==> src/rtl/multicycle_control_if.sv <==
`default_nettype none
// ============================================================================
// Module      : multicycle_control_if
// Description : Instruction handshake, memory handshake, trap and datapath
//               strobe bundle for the multi-cycle control sequencer.
// Revision    : 1.0 - initial release
// ============================================================================
interface multicycle_control_if #(
    parameter int ALU_OP_W = 3
);
    logic                instrValid;
    logic                instrReady;
    logic [31:0]         instruction;
    logic                memReady;
    logic                trapAck;
    logic                branch;
    logic                memRead;
    logic                memWrite;
    logic                memToReg;
    logic                aluSrc;
    logic                regWrite;
    logic                pcWrite;
    logic [ALU_OP_W-1:0] aluOp;
    logic                illegal;
    logic [1:0]          trapCause;
    logic [2:0]          state;

    modport master (
        output instrValid, instruction, memReady, trapAck,
        input  instrReady, branch, memRead, memWrite, memToReg, aluSrc,
               regWrite, pcWrite, aluOp, illegal, trapCause, state
    );

    modport slave (
        input  instrValid, instruction, memReady, trapAck,
        output instrReady, branch, memRead, memWrite, memToReg, aluSrc,
               regWrite, pcWrite, aluOp, illegal, trapCause, state
    );
endinterface
`default_nettype wire

==> src/rtl/multicycle_control.sv <==
`default_nettype none
// ============================================================================
// Module      : multicycle_control
// Description : RV32 multi-cycle control sequencer (IDLE/DECODE/EXEC/MEM/WB/
//               TRAP) with memory timeout and illegal-instruction trapping.
//               Optional M extension decode enabled by CONTROL_M_EXT_EN.
// Revision    : 1.0 - initial release
// ============================================================================
module multicycle_control #(
    parameter int ALU_OP_W    = 3,
    parameter int MEM_TIMEOUT = 15
) (
    input wire                  clk,
    input wire                  rst_n,
    multicycle_control_if.slave bus
);
    localparam logic [2:0] c_st_idle   = 3'd0;
    localparam logic [2:0] c_st_decode = 3'd1;
    localparam logic [2:0] c_st_exec   = 3'd2;
    localparam logic [2:0] c_st_mem    = 3'd3;
    localparam logic [2:0] c_st_wb     = 3'd4;
    localparam logic [2:0] c_st_trap   = 3'd5;

    localparam logic [6:0] c_opc_load   = 7'b0000011;
    localparam logic [6:0] c_opc_store  = 7'b0100011;
    localparam logic [6:0] c_opc_branch = 7'b1100011;
    localparam logic [6:0] c_opc_op     = 7'b0110011;
    localparam logic [6:0] c_opc_opimm  = 7'b0010011;
    localparam logic [6:0] c_opc_jal    = 7'b1101111;
    localparam logic [6:0] c_opc_jalr   = 7'b1100111;
    localparam logic [6:0] c_opc_lui    = 7'b0110111;
    localparam logic [6:0] c_opc_auipc  = 7'b0010111;

    localparam logic [8:0] c_mem_timeout = 9'(MEM_TIMEOUT);

    logic [2:0]  r_state;
    logic [31:0] r_ir;
    logic [7:0]  r_wait;
    logic [1:0]  r_cause;

    logic [6:0]  w_opcode;
    logic [6:0]  w_func7;
    logic        w_m_ext;
    logic        w_func7_ok;
    logic        w_op_known;
    logic [2:0]  w_alu_cls;
    logic        w_alu_src;
    logic        w_is_load;
    logic        w_is_store;
    logic        w_is_branch;
    logic [8:0]  w_wait_next;
    logic        w_unused_ir;

    assign w_opcode    = r_ir[6:0];
    assign w_func7     = r_ir[31:25];
    assign w_is_load   = (w_opcode == c_opc_load);
    assign w_is_store  = (w_opcode == c_opc_store);
    assign w_is_branch = (w_opcode == c_opc_branch);
    assign w_wait_next = {1'b0, r_wait} + 9'd1;
    assign w_unused_ir = ^r_ir[24:7];

`ifdef CONTROL_M_EXT_EN
    assign w_m_ext = (w_func7 == 7'b0000001);
`else
    assign w_m_ext = 1'b0;
`endif

    assign w_func7_ok = (w_func7 == 7'b0000000) || (w_func7 == 7'b0100000) || w_m_ext;

    // ALU class and operand select depend only on the opcode held in IR.
    always_comb begin
        w_op_known = 1'b1;
        w_alu_cls  = 3'b111;
        w_alu_src  = 1'b0;
        case (w_opcode)
            c_opc_load, c_opc_store: begin
                w_alu_cls = 3'b000;
                w_alu_src = 1'b1;
            end
            c_opc_branch: w_alu_cls = 3'b001;
            c_opc_op:     w_alu_cls = w_m_ext ? 3'b101 : 3'b010;
            c_opc_opimm: begin
                w_alu_cls = 3'b110;
                w_alu_src = 1'b1;
            end
            c_opc_jal, c_opc_jalr, c_opc_lui, c_opc_auipc: begin
                w_alu_cls = 3'b011;
                w_alu_src = 1'b1;
            end
            default: w_op_known = 1'b0;
        endcase
    end

    always_ff @(posedge clk) begin
        if (!rst_n) begin
            r_state <= c_st_idle;
            r_ir    <= 32'd0;
            r_wait  <= 8'd0;
            r_cause <= 2'b00;
        end else begin
            case (r_state)
                c_st_idle: begin
                    if (bus.instrValid) begin
                        r_ir    <= bus.instruction;
                        r_state <= c_st_decode;
                    end
                end
                c_st_decode: begin
                    if (!w_op_known) begin
                        r_cause <= 2'b01;
                        r_state <= c_st_trap;
                    end else if ((w_opcode == c_opc_op) && !w_func7_ok) begin
                        r_cause <= 2'b10;
                        r_state <= c_st_trap;
                    end else begin
                        r_state <= c_st_exec;
                    end
                end
                c_st_exec: begin
                    r_wait <= 8'd0;
                    if (w_is_branch) begin
                        r_state <= c_st_idle;
                    end else if (w_is_load || w_is_store) begin
                        r_state <= c_st_mem;
                    end else begin
                        r_state <= c_st_wb;
                    end
                end
                c_st_mem: begin
                    // Completion takes priority over the timeout in the same cycle.
                    if (bus.memReady) begin
                        r_state <= w_is_load ? c_st_wb : c_st_idle;
                    end else if (w_wait_next == c_mem_timeout) begin
                        r_cause <= 2'b11;
                        r_state <= c_st_trap;
                    end else begin
                        r_wait <= r_wait + 8'd1;
                    end
                end
                c_st_wb: r_state <= c_st_idle;
                c_st_trap: begin
                    if (bus.trapAck) begin
                        r_cause <= 2'b00;
                        r_state <= c_st_idle;
                    end
                end
                default: r_state <= c_st_idle;
            endcase
        end
    end

    always_comb begin
        bus.instrReady = 1'b0;
        bus.branch     = 1'b0;
        bus.memRead    = 1'b0;
        bus.memWrite   = 1'b0;
        bus.memToReg   = 1'b0;
        bus.aluSrc     = 1'b0;
        bus.regWrite   = 1'b0;
        bus.pcWrite    = 1'b0;
        bus.aluOp      = ALU_OP_W'(3'b111);
        bus.illegal    = 1'b0;
        case (r_state)
            c_st_idle: bus.instrReady = 1'b1;
            c_st_decode: begin
                bus.aluOp  = ALU_OP_W'(w_alu_cls);
                bus.aluSrc = w_alu_src;
            end
            c_st_exec: begin
                bus.aluOp   = ALU_OP_W'(w_alu_cls);
                bus.aluSrc  = w_alu_src;
                bus.branch  = w_is_branch;
                bus.pcWrite = w_is_branch;
            end
            c_st_mem: begin
                bus.aluOp    = ALU_OP_W'(w_alu_cls);
                bus.aluSrc   = w_alu_src;
                bus.memRead  = w_is_load;
                bus.memWrite = w_is_store;
                bus.pcWrite  = w_is_store & bus.memReady;
            end
            c_st_wb: begin
                bus.regWrite = 1'b1;
                bus.pcWrite  = 1'b1;
                bus.memToReg = w_is_load;
            end
            c_st_trap: bus.illegal = 1'b1;
            default: ;
        endcase
    end

    assign bus.trapCause = r_cause;
    assign bus.state     = r_state;

endmodule
`default_nettype wire

==> src/flat_wrapper.sv <==
// flat-port wrapper written by rule: the top's interface ports become plain ports
module multicycle_control_flat 
#(
    parameter int ALU_OP_W    = 3,
    parameter int MEM_TIMEOUT = 15
)
  (clk, rst_n, bus_instrValid, bus_instruction, bus_memReady, bus_trapAck, bus_instrReady, bus_branch, bus_memRead, bus_memWrite, bus_memToReg, bus_aluSrc, bus_regWrite, bus_pcWrite, bus_aluOp, bus_illegal, bus_trapCause, bus_state);
  multicycle_control_if #(.ALU_OP_W(ALU_OP_W)) bus_i ();
  input wire clk;
  input wire rst_n;
  input wire logic [$bits(bus_i.instrValid)-1:0] bus_instrValid;
  input wire logic [$bits(bus_i.instruction)-1:0] bus_instruction;
  input wire logic [$bits(bus_i.memReady)-1:0] bus_memReady;
  input wire logic [$bits(bus_i.trapAck)-1:0] bus_trapAck;
  output wire logic [$bits(bus_i.instrReady)-1:0] bus_instrReady;
  output wire logic [$bits(bus_i.branch)-1:0] bus_branch;
  output wire logic [$bits(bus_i.memRead)-1:0] bus_memRead;
  output wire logic [$bits(bus_i.memWrite)-1:0] bus_memWrite;
  output wire logic [$bits(bus_i.memToReg)-1:0] bus_memToReg;
  output wire logic [$bits(bus_i.aluSrc)-1:0] bus_aluSrc;
  output wire logic [$bits(bus_i.regWrite)-1:0] bus_regWrite;
  output wire logic [$bits(bus_i.pcWrite)-1:0] bus_pcWrite;
  output wire logic [$bits(bus_i.aluOp)-1:0] bus_aluOp;
  output wire logic [$bits(bus_i.illegal)-1:0] bus_illegal;
  output wire logic [$bits(bus_i.trapCause)-1:0] bus_trapCause;
  output wire logic [$bits(bus_i.state)-1:0] bus_state;
  assign bus_i.instrValid = bus_instrValid;
  assign bus_i.instruction = bus_instruction;
  assign bus_i.memReady = bus_memReady;
  assign bus_i.trapAck = bus_trapAck;
  assign bus_instrReady = bus_i.instrReady;
  assign bus_branch = bus_i.branch;
  assign bus_memRead = bus_i.memRead;
  assign bus_memWrite = bus_i.memWrite;
  assign bus_memToReg = bus_i.memToReg;
  assign bus_aluSrc = bus_i.aluSrc;
  assign bus_regWrite = bus_i.regWrite;
  assign bus_pcWrite = bus_i.pcWrite;
  assign bus_aluOp = bus_i.aluOp;
  assign bus_illegal = bus_i.illegal;
  assign bus_trapCause = bus_i.trapCause;
  assign bus_state = bus_i.state;
  multicycle_control #(.ALU_OP_W(ALU_OP_W), .MEM_TIMEOUT(MEM_TIMEOUT)) u_core (.clk(clk), .rst_n(rst_n), .bus(bus_i));
endmodule
==> config.mk <==
export PLATFORM = sky130hd
export DESIGN_NAME = multicycle_control_flat
export DESIGN_NICKNAME = d
export VERILOG_FILES = /design/src/rtl/multicycle_control_if.sv /design/src/rtl/multicycle_control.sv /design/src/flat_wrapper.sv
export SDC_FILE = /design/constraint.sdc
export NUM_CORES = 1
export LEC_CHECK = 0
export ABC_AREA = 1
export CORE_MARGIN = 4
export CORE_UTILIZATION = 40
export CTS_BUF_LIST = sky130_fd_sc_hd__clkbuf_2
export CTS_CLUSTER_SIZE = 14
export DETAILED_ROUTE_END_ITERATION = 7
export GPL_TIMING_DRIVEN = 0
export PLACE_DENSITY = 0.82
export SETUP_SLACK_MARGIN = 0.2
export SKIP_CTS_REPAIR_TIMING = 1
export SYNTH_ARGS = -nofsm -noshare
export SYNTH_HDL_FRONTEND = slang
export SYNTH_SLANG_ARGS = --single-unit
==> constraint.sdc <==
create_clock -name clk -period 1.8 [get_ports clk]
set_clock_uncertainty 0.2 [all_clocks]
set_input_delay 0.36 -clock clk [delete_from_list [all_inputs] [get_ports clk]]
set_output_delay 0.36 -clock clk [all_outputs]
set_load 0.01 [all_outputs]
== Word-level counts from Yosys, hierarchy flattened ==
Cells that the tools add are included.
Storage, ports and cells
  ROM bits: 0
  memories: 0
  bits in latches: 0
  bits in writable memories: 0
  register bits: 45
  output and inout port bits: 17
  word-level logic and storage cells: 79
  input port bits: 37
Operators by class
  add/sub/neg operators: 2
  shift operators: 0
  bitwise operators: 1
  equal/unequal tests: 23
  multiply operators: 0
  muxes and demuxes: 32
  divide/modulo/power cells: 0
  magnitude comparators: 0
  reduce and logical (&&, ||, !) cells: 17
Operators with widths (number)
  3-bit two-way mux: 10
  3-bit case mux with 5 select lines: 2
  7-bit by 6-bit == test with 1-bit output, second input constant: 4
  7-bit == test, second input constant: 3
  8-bit two-way mux: 2
  8-bit case mux with 2 select lines: 1
  7-bit by 5-bit == test with 1-bit output, second input constant: 2
  1-bit two-way mux: 10
  2-bit two-way mux: 5
  8-bit by 1-bit adder with 9-bit output, second input constant: 1
  9-bit by 4-bit == test with 1-bit output, second input constant: 1
  9-bit OR reduction: 1
  8-bit by 1-bit adder with 8-bit output, second input constant: 1
  2-bit != test, second input constant: 4
  7-bit by 2-bit == test with 1-bit output, second input constant: 1
  7-bit zero test: 1
  7-bit OR reduction: 1
  3-bit by 2-bit == test with 1-bit output, second input constant: 2
  3-bit == test, second input constant: 2
  2-bit case mux with 3 select lines: 1
  3-bit AND reduction: 2
  5-bit AND reduction: 1
  4-bit OR reduction: 1
  3-bit by 1-bit == test with 1-bit output, second input constant: 1
  14 further kinds: 15

== Longest topological paths before layout ==
Gate-level depths: netlist of the first run.
  depth in word-level cells: 7
  mapped depth: 12
  gate-level depth less buffers: 12

== Worst setup path before layout of the first run ==
Ideal clock, no wire load.
  kind: register to output
  start point: register u_core.r_state[0], in the netlist u_core.bus.state[0]
  end point: output bus_pcWrite
  path buffers: 0
  stages on the path, launching flop included: 6
  required time: 1240 ps
  arrival: 1402 ps
  path slack: -162 ps
  cells stage by stage: dfxtp_1 -> inv_1 -> nor2_2 -> inv_2 -> nor4_1 -> a211o_1
On the way
  cells in the longest elaborated chain, start to end: 2
  elaborated cells on any way between the ends: 4
  those cells by class: 3 x eq/ne; 1 x mux
Ends and longest elaborated chain
  start, declared: RTL line multicycle_control.sv:36  | logic [2:0] r_state;
  start signal, assigned: RTL line multicycle_control.sv:96  | r_state <= c_st_idle;
  start signal, assigned: RTL line multicycle_control.sv:105  | r_state <= c_st_decode;
  start signal, assigned: RTL line multicycle_control.sv:111  | r_state <= c_st_trap;
  3-bit == test or 3-bit by 2-bit == test with 1-bit output (tied branches): RTL line multicycle_control.sv:163  | case (r_state)
  1-bit case mux with 3 select lines *: RTL line multicycle_control.sv:163
  end, declared: RTL line flat_wrapper.sv:22  | output wire logic [$bits(bus_i.pcWrite)-1:0] bus_pcWrite;
Mark *: on every way between the ends. The rest lies on a longest branch, timed or not.

== Final worst setup path of the first run ==
  start point: register u_core.r_ir[5]
  end point: output bus_aluOp[2]
On the way
  cells in the longest elaborated chain, start to end: 4
  elaborated cells on any way between the ends: 13
  those cells by class: 9 x eq/ne; 2 x mux; 2 x reduce/logical
Ends and longest elaborated chain
  start, declared: RTL line multicycle_control.sv:37  | logic [31:0] r_ir;
  start signal, assigned: RTL line multicycle_control.sv:104  | r_ir <= bus.instruction;
  7-bit == test (tied with other cells): RTL line multicycle_control.sv:75  | case (w_opcode)
  4-bit OR reduction or 2-bit OR reduction (tied branches)
  3-bit case mux with 5 select lines *: RTL line multicycle_control.sv:75
  3-bit two-way mux *: RTL line multicycle_control.sv:163
  end, declared: RTL line flat_wrapper.sv:23  | output wire logic [$bits(bus_i.aluOp)-1:0] bus_aluOp;
Marks and branches as above.

==> impl_summary.md, run 1 <==
Outcome
The flow ran to the end, but the final reports show violations. The checks that failed: setup timing.

Floorplanning
The area of the core is 0.00377 mm². The floorplan has 22 rows. The full die area is between 0.005 and 0.006 mm². The y dimension of the die is between 70 and 80 µm. The count of pins on the block boundary is between 50 and 60. The floorplan step set the die width to between 70 and 80 µm.

The initial utilization of the core area, before any placement, comes to roughly 43%.

Min path
The path with the worst hold slack has its endpoint at u_core.r_ir[0]. The worst hold path class is input port to flop. Counting instances, the worst hold path has a depth of 3. The worst hold path begins at bus_instrValid.

STA
Setup violations remaining at the end of the flow were counted as 24. The final period utilization is 124%. Setup repair after global routing could not meet its margin everywhere.

The setup slack of the critical path after layout is -0.436 ns. Hold timing on the final database bottoms out at a slack of 0.254 ns. The final hold violation count is 0.

The final critical path time including I/O delays and setup is about 2.2 ns. Headroom to the max-slew limit came out at between 60 and 70%. For the pin with the worst max-slew slack, the measured transition is between 0.5 and 0.6 ns. The max-slew violation count is 0. The timing-limited maximum frequency is approximately 450 MHz.

Synthesis
Summed over all instances, the cell type with the most area after synthesis is sky130_fd_sc_hd__dfxtp_1. Each instance of the synthesized netlist takes up on average 6.49 µm². Summed over its instances, the top area cell type makes up 32.5% of the synthesized netlist area. Yosys attributes the largest share of cell area to sky130_fd_sc_hd__dfxtp_1 32%, sky130_fd_sc_hd__nand2_1 13%, sky130_fd_sc_hd__nand3_1 8.7%.

The post-synthesis instance area is 0.00160 mm². The number of enable flip-flop cells after synthesis is 0. When the netlist entered floorplanning its net count stood at 286.

The number of library cell types mapped by synthesis is 37. The gate count of the mapped netlist is between 200 and 250. The number of synthesized register bits is 26. The count of synthesis-stage warnings from yosys is 0. The share of the Yosys chip area taken by registers is 32.5%. The most instantiated flip-flop cell in the synthesis netlist is sky130_fd_sc_hd__dfxtp_1. The share of synthesized registers carrying an async set or reset is 0%.

Drt
For this block, the initial DRC count from the detailed router was between 100 and 150. Dividing the detail-routed wire length by the instance count gives ~15 µm. The total number of vias is around 1900. The count of nets left with antenna violations once routing finished came out at 0.

After detailed routing, the number of vias per cell comes to 5.34. Summed over all layers, the routed wires come to approximately 5.4 mm. For this run, design rule violations remaining after detail routing come to 0.

Before antenna repair, the detailed router went through 4 iterations.

Worst setup path
The maximum single-stage delay on the critical path is between 0.5 and 0.6 ns. The capture point of the worst reg-to-reg path is u_core.r_wait[4]. The worst path required time is 1.24 ns. The worst register-to-register path has a setup slack of -0.13 ns. The startpoint kind of the worst setup timing path is a flop. The worst register-to-register path begins at u_core.r_wait[0]. Of all nets on the critical path, the largest fanout is 6. The critical path data arrival time is 1.68 ns. The critical path capture point type is a primary output. The critical path goes through nand3_1, a21oi_1, nor2_2, nand2_2, nand3_2, clkbuf_2. The critical path is of the flop to primary output type. The number of cells on the worst reg-to-reg path is 11. For this design, the slowest cell found on the critical path is sky130_fd_sc_hd__dfxtp_1.

Final layout
The layout cell share with drive strength beyond 1 is about half. The relative area change from synthesis to final layout is 68.6%. The final layout contains 356 nets. The finished layout holds 364 standard cells, fillers aside.

The count of inserted antenna diode cells is 0.

Pwr
The overall power of the completed layout is 0.00167 W. Dividing total power by cell area gives a power density of slightly above 600 mW/mm². Summed over all cells, the static leakage comes to between 1 and 1.5 nW. VDD sags by at most about 470 µV.

Global route
The pin count of the biggest net entering global routing is 16. The number of antenna violations at the first check in global routing came to 0. The via count of the first global-routing pass is 1624. The first global-routing pass estimated 6.76 mm of wire. Global routing consumed, over all layers together, between 15 and 20% of the routing resources. Summed over all layers, the global routing overflow is 0.

Clock tree
The number of sinks on the clock net is 26. The root buffer cell chosen for the clock tree is sky130_fd_sc_hd__clkbuf_2. The CTS tree is yes.

The clock buffer count from CTS is 3. The insertion delay to the later sink of the worst-skew pair is 0.35 ns. The clock transition at the register clock pins on the worst setup and hold paths after CTS is ~0.25 ns. No sink is reached through more buffers than the 2 on the longest clock path. In this run the number of H-tree levels came out at 1.

Placed design
Prior to clock tree synthesis, the placed netlist has a worst setup slack of -0.470 ns. The total instance count after detailed placement is 328. The count of buffers inserted at the top-level ports is 33. The wire-length estimate of the detail-placed layout is about 3 mm. The routability congestion estimate from global placement is between 0.9 and 1.

Job
The number of max-cap violations is 0.
stage by stage:
stage	TNS (ns)	utilization, %	cell area [µm²]
6_report	-3.85	71.7	2700
5_1_grt	-6.55	71.7	2700
4_1_cts	-9.60	56.0	2110
3_5_place_dp	-3.86	54.8	2070
3_3_place_gp	-3.77	54.8	2070
2_1_floorplan	0	-	1680
worst max-delay path: cells and delay by family (launching register included):
kind	cells	cell delay, ns
AO/OA/AOI/OAI	1	0.26
buffers and inverters	1	0.12
AND/OR/NAND/NOR	4	0.43
flip-flops	1	0.51
cell usage after synthesis, types with 2 or more instances:
| library cell | count |
|---|---|
| sky130_fd_sc_hd__a21oi_2 | 2 |
| sky130_fd_sc_hd__buf_2 | 2 |
| sky130_fd_sc_hd__nand4_1 | 4 |
| sky130_fd_sc_hd__nor2_2 | 4 |
| sky130_fd_sc_hd__ha_1 | 2 |
| sky130_fd_sc_hd__nand2_2 | 3 |
| sky130_fd_sc_hd__nand3_1 | 28 |
| sky130_fd_sc_hd__dfxtp_1 | 26 |
| sky130_fd_sc_hd__inv_2 | 2 |
| sky130_fd_sc_hd__or2_2 | 2 |
| sky130_fd_sc_hd__a21oi_1 | 27 |
| sky130_fd_sc_hd__nand2_1 | 57 |
| sky130_fd_sc_hd__nand3_2 | 2 |
| sky130_fd_sc_hd__nor2_1 | 32 |
| sky130_fd_sc_hd__o21ai_0 | 9 |
| sky130_fd_sc_hd__clkbuf_1 | 2 |
| sky130_fd_sc_hd__inv_1 | 23 |
layout make-up:
| type | count | area [µm²] |
|---|---|---|
| buffer | 7 | 66.3 |
| fill | 258 | 1070 |
| clock inverter | 1 | 30.0 |
| timing repair buffer | 65 | 614 |
| sequential | 26 | 558 |
| inverter | 27 | 110 |
| multi-input combinational | 187 | 1250 |
| tap | 48 | 60.1 |
| clock buffer | 3 | 15.0 |
sequential cells by signal (all words and copies together), names as in the netlist:
| register | cells |
|---|---|
| u_core.bus.state | 3 |
| u_core.bus.trapCause | 2 |
| u_core.r_ir | 13 |
| u_core.r_wait | 8 |
how the worst max path moves through the flow:
stage	endpoint	start
after floorplan	u_core.r_wait[2]	u_core.r_wait[1]
after global placement	bus_aluOp[2]	u_core.r_ir[4]
after detailed placement	bus_aluOp[2]	u_core.r_ir[4]
after CTS	bus_aluOp[2]	u_core.r_ir[4]
after global routing	bus_aluOp[2]	u_core.r_ir[1]
final	bus_aluOp[2]	u_core.r_ir[5]
cell usage in the layout (no fill, tap or decap), drive strengths merged:
| cell | Yosys | final |
|---|---|---|
| nand3b | 1 | 1 |
| nand4 | 4 | 4 |
| clkdlybuf4s50 | 0 | 16 |
| a31oi | 1 | 1 |
| nor3 | 1 | 1 |
| nand3 | 31 | 31 |
| o21ai | 10 | 10 |
| inv | 25 | 25 |
| clkbuf | 3 | 9 |
| nor2 | 37 | 37 |
| ha | 2 | 2 |
| buf | 4 | 47 |
| dfxtp | 26 | 26 |
| and3 | 1 | 1 |
| xnor2 | 1 | 1 |
| o211ai | 1 | 1 |
| a21oi | 29 | 29 |
| nand2 | 61 | 61 |
| nor4 | 1 | 1 |
| clkinv | 2 | 2 |
| o21a | 1 | 1 |
| xor2 | 1 | 1 |
| a211o | 1 | 1 |
| bufinv | 0 | 1 |
| dlymetal6s2s | 0 | 3 |
| or2 | 3 | 3 |
cell families (layout without fill, tap and decap cells):
family | count (synthesis) | count (layout) | synth area share (%)
AO/OA/AOI/OAI | 43 | 43 | 14.8
AND/OR/NAND/NOR | 140 | 140 | 40.4
buffers and inverters | 34 | 103 | 9.76
adder cells (fa/ha/maj) | 2 | 2 | 1.56
XOR/XNOR | 2 | 2 | 1.09
flip-flops | 26 | 26 | 32.5
power by group:
group	internal (W)	total, W	leakage (nW)	switching [W]
Combinational	0.000308	0.000623	0.917	0.000316
Clock	0.000191	0.000374	0.0266	0.000183
Sequential	0.000627	0.000675	0.221	0.0000476
Total	0.00113	0.00167	1.16	0.000546
per-layer routing:
layer | wire length [µm] | track usage, %
met1 | 2320 | 21.6
met2 | 2800 | 25.9
met3 | 199 | 1.82
met4 | 106 | 4.80
met5 | 0 | 0
No activity file was read; power rests on OpenSTA's default activity.
==> run 2, diff against run 1 <==
Settings changed: PLACE_DENSITY 0.82 to 0.8.
Clock period 1.8 ns to 2.6 ns, I/O delays scaled along.
==> impl_summary.md, run 2 (synthesized netlist as in run 1, its figures left out) <==
Outcome
The flow ran to the end, and the final reports show no timing, DRC or antenna violations.

Pwr
The maximum vdd ir drop came to 392 µV (-17%). The leakage power is 1.03 nW (-11%). The power density over the cells came to 457 mW/mm² (-26%).

Drt
The number of DRC markers in iteration 0 is 110 (-6.0%). The post-detailed-route DRC marker count came to 0 (unchanged). The wire length per cell is 13.0 µm (-12%). The post-detailed-route count of antenna-violating nets is 0 (unchanged). The number of vias per cell is 5.19 (-2.8%). The number of iterations in the first detailed-routing pass is 4 (unchanged). The total number of vias is 1776 (-8.6%). The routed wire length came to 4.46 mm (-18%).

Worst setup path
The largest fanout of any net on the critical path is 6 (unchanged). The startpoint kind of the worst setup timing path is a flop. The worst path required time was 1.88 ns (+0.64 ns).

The number of cells on the worst reg-to-reg path is 10 (-1). The critical path data arrival time came to 1.77 ns (+0.09 ns). STA classifies the critical path endpoint as a primary output.

By startpoint and endpoint, the worst setup path is classified as flop to primary output.

Final layout
The count of nets after finishing came to 334 (-6.2%). The most common cell after layout, fill and taps aside is sky130_fd_sc_hd__nand2_1. The count of non-filler cells in the finished layout is 342 (-6.0%).

The count of inserted antenna diode cells is 0 (unchanged). The register with the most flip-flops in the final layout is u_core.r_ir. The design area is 0.00223 mm² (-17%).

The number of flip-flops in the largest register is 13 (unchanged). The layout cell share with drive strength beyond 1 was 22.8% (-26 points). The area growth from synthesis to layout is 39.3%. The library cells used most frequently in the layout, excluding fill and tap cells, are 50 x sky130_fd_sc_hd__nand2_1, 29 x sky130_fd_sc_hd__nor2_1, 27 x sky130_fd_sc_hd__a21oi_1.

Global route
The via count of the first global-routing pass came to 1502 (-7.5%). The number of antenna violations at the first check in global routing was 0 (unchanged). The overflow left after global routing is 0 (unchanged). The overall fraction of global-route tracks in use is 15.7% (-0.058 points). The wire length of the first global-routing pass is 6.69 mm (-1.1%). The pin count of the biggest net entering global routing was 16 (unchanged).

Floorplanning
The horizontal extent of the die is 71.3 µm (unchanged). The starting density of the core is 42.5% (unchanged). The full die area is 0.00508 mm² (unchanged). The y dimension of the die is 71.3 µm (unchanged). The count of pins on the block boundary is 54 (unchanged).

The number of core rows is 22 (unchanged). The area of the core is 0.00377 mm² (unchanged).

Min path
The number of cells traversed by the worst hold path is 2 (-1). The worst hold path class is flop to flop.

STA
Setup repair after global routing could not meet its margin everywhere. The final critical path time including I/O delays and setup is roughly 2.5 ns. The max-slew violation count is 0 (unchanged). The final hold violation count is 0 (unchanged). The count of endpoints failing setup in the final report is 0 (-100%). Dividing the final minimum period by the clock period gives between 90% and 100%. The worst max-slew margin expressed relative to the limit is 68.5% (+4.3 points). The actual slew at the worst max-slew pin came to 0.472 ns (-0.0638 ns).

Timing would allow up to approximately 400 MHz.

Placed design
The total placed instance area is 0.00199 mm² (-3.6%). The detailed placer's ending HPWL is 3.10 mm (+0.53%). The routability congestion estimate from global placement came to 0.878 (-2.6%).

The total instance count after detailed placement is 328 (unchanged). The count of buffers inserted at the top-level ports is 33 (unchanged).

Clock tree
The CTS tree is yes. The number of sinks on the clock net is 26 (unchanged). The insertion delay to the later sink of the worst-skew pair is 0.36 ns (about the same). The worst-case clock buffer depth is 2 (unchanged).

The clock buffer count from CTS is 3 (unchanged). The clock transition at the register clock pins on the worst setup and hold paths after CTS is 0.26 ns (about the same). The number of H-tree branching levels is 1 (unchanged). The cell sitting at the root of the clock tree is a sky130_fd_sc_hd__clkbuf_2.

Job
The number of max-cap violations is 0 (unchanged).
[run 2: cell types whose count changed in the layout (fill, tap and decap cells not counted), sizes merged]
| cell | previous run | this run |
|---|---|---|
| buf | 47 | 16 |
| clkdlybuf4s50 | 16 | 21 |
| clkinv | 2 | 1 |
| clkbuf | 9 | 7 |
| clkinvlp | 0 | 2 |
| inv | 25 | 24 |
| dlymetal6s2s | 3 | 9 |
[run 2: cell type report]
class                   count  area, µm²
plain buffers               7       53.8
fillers                   328       1540
flip-flops and latches     26        541
well taps                  48       60.1
inverters                  27        115
multi-input cells         187       1000
clock buffers               3       15.0
repair buffers             43        419
clock inverters             1       30.0
[run 2: power breakdown]
group          internal (W)  switching (W)
logic              0.000133       0.000163
clock network      0.000132       0.000130
registers          0.000436      0.0000277
total              0.000701       0.000320
[run 2: layer usage]
layer / part of all wire (%) / GRT usage, % / vias up
met5: 0 / 0 / -
met4: 1.3 / 2.71 / 0
met3: 5.9 / 3.37 / 6
met2: 49 / 25.9 / 48
met1: 44 / 21.4 / 827
li1: - / - / 895
[run 2: metrics by stage]
| step | power, W | hold WS (ns) | worst slack (ns) | setup TNS [ns] | util [%] |
|---|---|---|---|---|---|
| after CTS | 0.000974 | 0.279 | -0.365 | -2.01 | 54.0 |
| final | 0.00102 | 0.278 | 0.114 | 0 | 59.2 |
| after global placement | 0.000710 | 0.243 | 0.0784 | 0 | 52.9 |
| after global routing | 0.00108 | 0.297 | -0.0100 | -0.0100 | 59.2 |
| after detailed placement | 0.000714 | 0.250 | 0.0915 | 0 | 52.9 |
| after floorplan | 0.000612 | 0.229 | 0.478 | 0 | - |
[run 2: path summary, 6_finish.rpt]
path                         start                to  slack [ns]
setup reg to reg  u_core.r_wait[1]  u_core.r_wait[2]        0.50
setup / recovery    u_core.r_ir[6]      bus_aluOp[2]        0.11
hold reg to reg    u_core.r_ir[29]   u_core.r_ir[29]        0.28
hold / removal     u_core.r_ir[29]   u_core.r_ir[29]        0.28
[run 2: worst max-delay path, stage by stage, from the launching register on]
cell and delay, ns:
sky130_fd_sc_hd__dfxtp_4 0.42, sky130_fd_sc_hd__buf_4 0.14, sky130_fd_sc_hd__clkinvlp_4 0.11, sky130_fd_sc_hd__buf_4 0.12, sky130_fd_sc_hd__nand3_1 0.07, sky130_fd_sc_hd__a21oi_1 0.22, sky130_fd_sc_hd__nor2_2 0.06, sky130_fd_sc_hd__nand2_2 0.07
sky130_fd_sc_hd__nand3_2 0.07, sky130_fd_sc_hd__buf_6 0.12
==> run 3, diff against run 2 <==
Settings changed: CELL_PAD_IN_SITES_DETAIL_PLACEMENT from default to 2, CELL_PAD_IN_SITES_GLOBAL_PLACEMENT from default to 2, CORE_ASPECT_RATIO from default to 1.1, CORE_UTILIZATION 40 to 26, PLACE_DENSITY 0.8 to 0.95.
==> impl_summary.md, run 3 (synthesized netlist as in run 1, its figures left out) <==
Outcome
The flow ran to the end, but the final reports show violations. The final reports fail on setup timing.

Worst setup path
The startpoint identified for the worst register-to-register timing path is u_core.r_wait[1]. The worst path required time is 1.88 ns (about the same). The slowest stage cell on the critical path is sky130_fd_sc_hd__dfxtp_2. The flop-to-flop setup slack was 0.28 ns (-0.22 ns). The critical path depth in cells was 11 (+2). The critical path in this run is classified as flop to primary output. The largest fanout of any net on the critical path is 3 (-3). The cell that appears most often on the critical path is sky130_fd_sc_hd__nand2_2. The worst register-to-register path ends at u_core.r_wait[3]. Among cell families on the critical path, the largest total delay comes from simple AND/OR/NAND/NOR gates. Traced cell by cell, the critical path runs through inv_2, nand2_2, nor2_4, buf_6, buf_4, nand2_2, nand2_2, nor2_4, nand2_2, nand3_2, buf_6. The count of buffering cells on the critical path with inverters included is 4 (unchanged). The number of cells on the worst reg-to-reg path is 10 (unchanged). The maximum single-stage delay on the critical path is 0.40 ns (-0.02 ns).

The worst setup path is launched from a flop. STA classifies the critical path endpoint as a primary output. The critical path data arrival time is 1.89 ns (+0.12 ns).

Floorplanning
The starting density of the core is 27.3% (-15 points). The area of the core is 0.00588 mm² (+56%). The number of core rows is 29 (+32%).

The y dimension of the die is 90.3 µm (+27%). The horizontal extent of the die is 82.9 µm (+16%). The full die area is 0.00749 mm² (+47%). The count of pins on the block boundary is 54 (unchanged).

Global route
The via count of the first global-routing pass is 1961 (+31%). The wire length of the first global-routing pass is 9.97 mm (+49%). The number of antenna violations at the first check in global routing is 0 (unchanged). The overall fraction of global-route tracks in use is 16.1% (+0.33 points). The overflow left after global routing is 0 (unchanged).

The pin count of the biggest net entering global routing is 15 (-1).

Placed design
The count of buffers inserted at the top-level ports is 33 (unchanged). The detailed placer's ending HPWL was 4.80 mm (+55%). The setup slack at placement is -0.0309 ns (-0.122 ns). The routability congestion estimate from global placement is 0.869 (-1.0%). The total instance count after detailed placement was 357 (+8.8%).

Final layout
The relative area change from synthesis to final layout is 49.3%. The count of nets after finishing is 345 (+3.3%). The count of inserted antenna diode cells is 0 (unchanged). The library cell used most frequently in the layout, excluding fill and tap cells, is sky130_fd_sc_hd__nand2_1.

In the layout the commonest cells are 47 x sky130_fd_sc_hd__nand2_1, 27 x sky130_fd_sc_hd__nor2_1, 26 x sky130_fd_sc_hd__a21oi_1. The register with the most flip-flops in the final layout is u_core.r_ir. The layout cell share with drive strength beyond 1 is 29.5% (+6.7 points). The count of non-filler cells in the finished layout was 382 (+12%).

The number of flip-flops in the largest register is 13 (unchanged).

Pwr
The share of power burned in registers is 47.0% (+1.6 points). The maximum vdd ir drop is 156 µV (-60%). The overall power of the completed layout came to 0.00101 W (-1.5%). The clock network fraction of total power is 16.4% (-9.3 points). The leakage power was 1.07 nW (+3.7%).

The cell-internal power is 0.000623 W (-11%). The combinational share of power is 36.6% (+7.6 points). The net switching share of the total power was 38.0% (+6.7 points). The power density over the cells is 421 mW/mm² (-8.0%). The total net switching power was 0.000383 W (+20%).

Min path
The worst hold path belongs to the class flop to flop. The worst hold path startpoint is u_core.r_ir[28]. The hold path endpoint is u_core.r_ir[28].

The number of cells traversed by the worst hold path was 2 (unchanged).

STA
The total negative slack is -0.00947 ns (-0.00947 ns). The count of endpoints failing setup in the final report is 1 (+1). The final hold violation count is 0 (unchanged). The worst max-slew margin expressed relative to the limit came to 64.5% (-4.0 points).

The setup slack of the critical path after layout is -0.00947 ns (-0.124 ns). The max-slew violation count is 0 (unchanged). The actual slew at the worst max-slew pin is 0.532 ns (+0.0597 ns). The final period utilization is 100% (+4.8 points). The timing-limited maximum frequency is 383 MHz (-4.7%).

Setup repair after global routing could not meet its margin everywhere. The final critical path time including I/O delays and setup is 2.61 ns (+0.124 ns).

Clock tree
The number of H-tree branching levels is 1 (unchanged). TritonCTS built the clock tree. The worst-case clock buffer depth was 2 (unchanged). The insertion delay to the later sink of the worst-skew pair is 0.38 ns (+0.02 ns). The clock buffer count from CTS is 3 (unchanged). The CTS root buffer is sky130_fd_sc_hd__clkbuf_2. The number of sinks on the clock net is 26 (unchanged). The clock transition at the register clock pins on the worst setup and hold paths after CTS is 0.28 ns (+0.02 ns).

Drt
The total number of vias was 1968 (+11%). The wire length per cell was 21.5 µm (+65%). The routed wire length is 8.21 mm (+84%). The number of vias per cell is 5.15 (-0.79%).

The number of DRC markers in iteration 0 was 99 (-10%). The post-detailed-route DRC marker count is 0 (unchanged). The post-detailed-route count of antenna-violating nets came to 0 (unchanged). The number of iterations in the first detailed-routing pass is 4 (unchanged).

Job
The number of max-cap violations is 0 (unchanged).
==> run 3: final cells by class <==
cell class              instances  area, µm²
well taps                      77       96.3
inverters                      27        120
flip-flops and latches         26        544
clock buffers                   3       15.0
clock inverters                 1       3.75
fillers                       681       3490
plain buffers                   7       53.8
multi-input cells             187       1050
repair buffers                 54        508
==> run 3: per-layer routing <==
layer  global-route usage, %  part of all wire, %  vias to the layer above
li1                        -                    -                      918
met5                       0                    0                        -
met3                    1.37                  1.3                       18
met2                    30.1                   55                       33
met4                    4.50                  3.7                        0
met1                    19.2                   40                      999
==> run 3: worst max-delay path by stage <==
stage / start / slack [ns] / end
finish: u_core.r_ir[3] / -0.009 / bus_aluOp[2]
global route: u_core.r_ir[3] / -0.13 / bus_aluOp[2]
CTS: u_core.r_ir[0] / -0.51 / bus_aluSrc
detailed placement: u_core.r_ir[0] / -0.03 / bus_aluSrc
global placement: u_core.r_ir[0] / 0.05 / bus_aluSrc
floorplan: u_core.bus.state[0] / 0.48 / bus_pcWrite
==> run 3: worst reg2reg max path: cells and delay by family, from the launching register on <==
family,cells,cell delay (ns)
adders and majority gates,1,0.24
and+or+nand+nor,7,0.85
DFF,1,0.45
xor gates and xnor gates,1,0.33
buffers and inverters,1,0.15
==> run 3: power groups by stage <==
stage	logic [W]	clock network [W]	registers, W
after floorplan	0.000145	0	0.000467
after global placement	0.000251	0	0.000466
after detailed placement	0.000268	0	0.000471
after CTS	0.000269	0.000165	0.000463
after global routing	0.000397	0.000187	0.000478
final	0.000368	0.000165	0.000473
==> run 3: stage by stage <==
| stage | hold WS (ns) | utilization (%) | instance area [µm²] |
|---|---|---|---|
| after floorplan | 0.229 | - | 1600 |
| after global placement | 0.245 | 34.5 | 2030 |
| after detailed placement | 0.255 | 34.5 | 2030 |
| after CTS | 0.284 | 34.8 | 2050 |
| after global routing | 0.302 | 40.7 | 2390 |
| final | 0.290 | 40.7 | 2390 |
==> RTL change 1 (settings of run 1) <==
The option `CONTROL_M_EXT_EN` is turned on by a define.
--- a/src/rtl/multicycle_control.sv
+++ b/src/rtl/multicycle_control.sv
@@ -8,2 +8,4 @@
 // ============================================================================
+`define CONTROL_M_EXT_EN
+
 module multicycle_control #(
Formal check against the unedited RTL: not equivalent (Yosys sat finds a counterexample within 4 cycles, from zero or initial values and one cycle with rst_n low).
==> RTL change 1 against run 1 <==
The run still ends with negative setup slack left. Area after synthesis is 4.0% lower. Total power decreased by 12%. Worst setup slack worse by 0.070 ns. Wire length down 12%. Final area down 7.8%. Sequential cell count up 1. Cell count down 5.2%. Highest routed layer unchanged.
==> RTL change 1: results (changes against run 1) <==
run_status:
  outcome: "complete, but fails checks"  # unchanged
  violations: "negative setup slack"  # unchanged
synth:
  synth_adder_area_share: 0.0163  # was 0.0156
  synth_compound_area_frac: 0.142  # was 0.148
  synthXorXnorAreaFrac: 0.00569  # was 0.0109
  syn_nets: 279  # was 286
  synth_commonest_cells: "nand2_1 (44), inv_1 (34), nand3_1 (32)"  # was nand2_1 (57), nor2_1 (32), nand3_1 (28)
  synth_top_cells_by_area: "dfxtp_1 (35%), nand2_1 (11%), nand3_1 (10%)"  # was dfxtp_1 (32%), nand2_1 (13%), nand3_1 (8.7%)
  yosysSeqAreaShare: 0.351  # was 0.325
worst_setup_path:
  r2r_cells: 10  # was 11
  critical_path.slowest_cell: "dfxtp_4"  # was dfxtp_1
  r2r_end: "u_core.bus.state[0]"  # was u_core.r_wait[4]
  r2r_setup_slack_ns: -0.27  # was -0.13 ns
  cp-endpoint: "bus_aluOp[1]"  # was bus_aluOp[2]
  critPathMaxStageDelay_ns: 0.43  # was 0.51 ns
power:
  switching_power_uw: 527  # was 546 µW
  p_leak_nw: 1.04  # was 1.16 nW
  p_clk_uw: 252  # was 374 µW
  ir_drop_uv: 400  # was 472 µV
detailed_routing:
  drt_iter0_markers: 91  # was 117
  totalWireLength_mm: 4.78  # was 5.42 mm
  vias: 1857  # was 1944
final_layout:
  largest_reg_flops: 14  # was 13
  nets: 337  # was 356
  num-fill-cells: 282  # was 258
  layout-drive-gt1-share: 0.428  # was 0.484
placed_design:
  hpwl_mm: 2.89  # was 3.09 mm
  dp_worst_setup_slack_ns: -0.555  # was -0.470 ns
  io_buffers: 34  # was 33
  placed_area_mm2: 0.00200  # was 0.00207 mm²
global_route:
  track_usage: 0.151  # was 0.158
  use_met1: 0.171  # was 0.216
  gr-usage-met3: 0.0216  # was 0.0182
  grt_max_degree: 17  # was 16
  grt_pass1_vias: 1512  # was 1624
clock_tree:
  clk_pin_slew_worst_paths_ns: 0.27  # was 0.25 ns
sta:
  finalSetupViolations: 25  # was 24
  final.setup.tns_ns: -5.83  # was -3.85 ns
  slew_headroom: 0.554  # was 0.643
  fin_ws_ns: -0.507  # was -0.436 ns
min_path:
  hold-path-endpoint: "u_core.r_ir[1]"  # was u_core.r_ir[0]
RTL change 1: changes by cell type after synthesis, moves of 3 or more:
cell | run 1 | this run
o21ai_0 | 9 | 14
nand3_1 | 28 | 32
inv_1 | 23 | 34
nand2_1 | 57 | 44
nor3_1 | 1 | 4
a21oi_1 | 27 | 23
RTL change 1: metal layers:
| layer | up-vias | part of all wire |
|---|---|---|
| li1 | 899 | - |
| met1 | 873 | 0.39 |
| met2 | 65 | 0.52 |
| met3 | 20 | 0.055 |
| met4 | 0 | 0.036 |
| met5 | - | 0 |
RTL change 1: final cells by class:
class	instances	area (µm²)	area share
clock inverters	1	7.51	0.00301
clock buffers	3	15.0	0.00603
inverters	35	136	0.0547
well taps	48	60.1	0.0241
repair buffers	53	472	0.189
plain buffers	6	45.0	0.0181
multi-input cells	172	1170	0.471
flip-flops and latches	27	583	0.234
RTL change 1: metrics by stage:
step                instances  power, mW
floorplan                 240      0.899
global placement          322       1.03
detailed placement        322       1.04
CTS                       326       1.28
global route              345       1.54
finish                    345       1.47
==> RTL change 2 (settings of run 1) <==
Without the edit above. Make the reset (`rst_n`) asynchronous in one clocked block.
--- a/src/rtl/multicycle_control.sv
+++ b/src/rtl/multicycle_control.sv
@@ -93,3 +93,3 @@
 
-    always_ff @(posedge clk) begin
+    always_ff @(posedge clk or negedge rst_n) begin
         if (!rst_n) begin
Behaviour: differs if rst_n is asserted again (counterexample within 4 cycles, from zero or initial values and one cycle with rst_n low); with rst_n held inactive, the same outputs for 10 cycles.
==> RTL change 2 against run 1 <==
The run ends with negative hold slack, negative setup slack left. Largest cell class unchanged. Critical endpoint is now bus_pcWrite. Worst setup slack worse by 0.18 ns. Wire length is 11% lower. Register-to-register slack worse by 0.03 ns. Final area is 5.8% lower. Area after synthesis is 4.6% lower. Sequential cell count stayed put. Die area is 4.1% lower.
Power is not compared: it rests on default switching activity, and its combinational part moved more than twofold at a synthesized area within 25%.
==> RTL change 2: results (changes against run 1) <==
placed_design:
  dp_worst_setup_slack_ns: -0.584  # was -0.470 ns
  hpwl_mm: 2.80  # was 3.09 mm
  placed_area_mm2: 0.00198  # was 0.00207 mm²
  place_congestion: 0.813  # was 0.901
  io_buffers: 34  # was 33
worst_setup_path:
  r2r_setup_slack_ns: -0.16  # was -0.13 ns
  critPathMaxStageDelay_ns: 0.44  # was 0.51 ns
  critPathMaxFanout: 5  # was 6
  r2r_start: "u_core.r_wait[0]"  # unchanged
  crit_start: "u_core.r_ir[2]"  # was u_core.r_ir[5]
  cp-endpoint: "bus_pcWrite"  # was bus_aluOp[2]
  crit_arrival_ns: 1.86  # was 1.68 ns
  r2r_end: "u_core.bus.state[0]"  # was u_core.r_wait[4]
  critical_path.slowest_cell: "dfrtp_1"  # was dfxtp_1
  r2r_cells: 12  # was 11
run_status:
  outcome: "complete, but fails checks"  # unchanged
  violations: "negative hold slack, negative setup slack"  # was negative setup slack
synth:
  syn_nets: 243  # was 286
  synth_cell_types: 24  # was 37
  synth-async-reset-ratio: 1.00  # was 0
  yosysSeqAreaShare: 0.426  # was 0.325
  synth_commonest_cells: "nand2_1 (48), nor2_1 (28), dfrtp_1 (26), inv_1 (26), nand3_1 (24)"  # was nand2_1 (57), nor2_1 (32), nand3_1 (28)
  avgSynthCellArea_um2: 7.49  # was 6.49 µm²
  synth_top_cells_by_area: "dfrtp_1 (43%), nand2_1 (12%), nand3_1 (7.9%)"  # was dfxtp_1 (32%), nand2_1 (13%), nand3_1 (8.7%)
sta:
  final.setup.tns_ns: -6.59  # was -3.85 ns
  fin_ws_ns: -0.617  # was -0.436 ns
  finalSetupViolations: 25  # was 24
  tightest_slew_ns: 1.19  # was 0.536 ns
  hold_violations: 14  # was 0
  fin_hold_ws_ns: -0.0186  # was 0.254 ns
final_layout:
  num-fill-cells: 283  # was 258
  finalNonFillerCells: 323  # was 364
  layout-drive-gt1-share: 0.505  # was 0.484
global_route:
  grt_max_degree: 27  # was 16
  grt_pass1_wl_mm: 6.20  # was 6.76 mm
  track_usage: 0.154  # was 0.158
  grt_pass1_vias: 1436  # was 1624
clock_tree:
  cts_root_buf: "clkbuf_2"  # unchanged
  clock_latency_ns: 0.37  # was 0.35 ns
detailed_routing:
  vias: 1732  # was 1944
  totalWireLength_mm: 4.83  # was 5.42 mm
  drt_iter0_markers: 91  # was 117
min_path:
  hp-class: "primary input to asynchronous set/reset pin"  # was primary input to flop
[RTL change 2: changes by cell type in the layout (fill, tap and decap cells not counted), sizes merged, moves of 3 or more]
cell,before,now
nand2,61,51
mux2,0,8
nor2,37,31
nand3,31,26
dfxtp,26,0
dfrtp,0,26
or2,3,0
clkbuf,9,5
a21oi,29,7
[RTL change 2: worst min-delay path by stage]
stage	to	slack (ns)	depth (start not counted)
2_1_floorplan	u_core.bus.state[0]	-0.14	0
3_3_place_gp	u_core.bus.trapCause[0]	0.27	2
3_5_place_dp	u_core.bus.trapCause[0]	0.28	2
4_1_cts	u_core.bus.trapCause[0]	0.33	2
5_1_grt	u_core.r_wait[7]	0.05	1
6_report	u_core.r_wait[7]	-0.02	1
[RTL change 2: cells by family (layout without fill, tap and decap cells)]
logic type | Yosys count | after routing | share of synthesized area
AOI/OAI and AO/OA | 19 | 19 | 0.0696
xor gates and xnor gates | 1 | 1 | 0.00573
adders and majority gates | 2 | 2 | 0.0164
buffers and inverters | 29 | 100 | 0.0777
DFF | 26 | 26 | 0.426
muxes | 8 | 8 | 0.0589
and+or+nand+nor | 119 | 119 | 0.346
[RTL change 2: where the power goes]
part           leakage [nW]  total (mW)  switching [mW]  internal (mW)
clock network        0.0140       0.230           0.182         0.0483
registers             0.315       0.934           0.150          0.784
logic                 0.879        1.54           0.818          0.720
[RTL change 2: critical path, delay by kind of cell, from the launching register on]
family / cells / cell delay, ns
AOI/OAI and AO/OA: 1 / 0.14
DFF: 1 / 0.44
and+or+nand+nor: 4 / 0.53
buffers and inverters: 3 / 0.39
[RTL change 2: routing by layer]
layer | GRT usage | vias up | routed length, µm
met3 | 0.0464 | 15 | 307
met2 | 0.280 | 64 | 2580
li1 | - | 810 | -
met4 | 0.0340 | 0 | 110
met5 | 0 | - | 0
met1 | 0.175 | 843 | 1830
[RTL change 2: cell type report]
cell class,count,area [µm²],area share
inverters,26,97.6,0.0383
multi-input cells,149,1070,0.422
well taps,48,60.1,0.0236
clock inverters,1,3.75,0.00147
flip-flops and latches,26,657,0.258
plain buffers,3,33.8,0.0133
clock buffers,3,15.0,0.00590
repair buffers,67,604,0.237
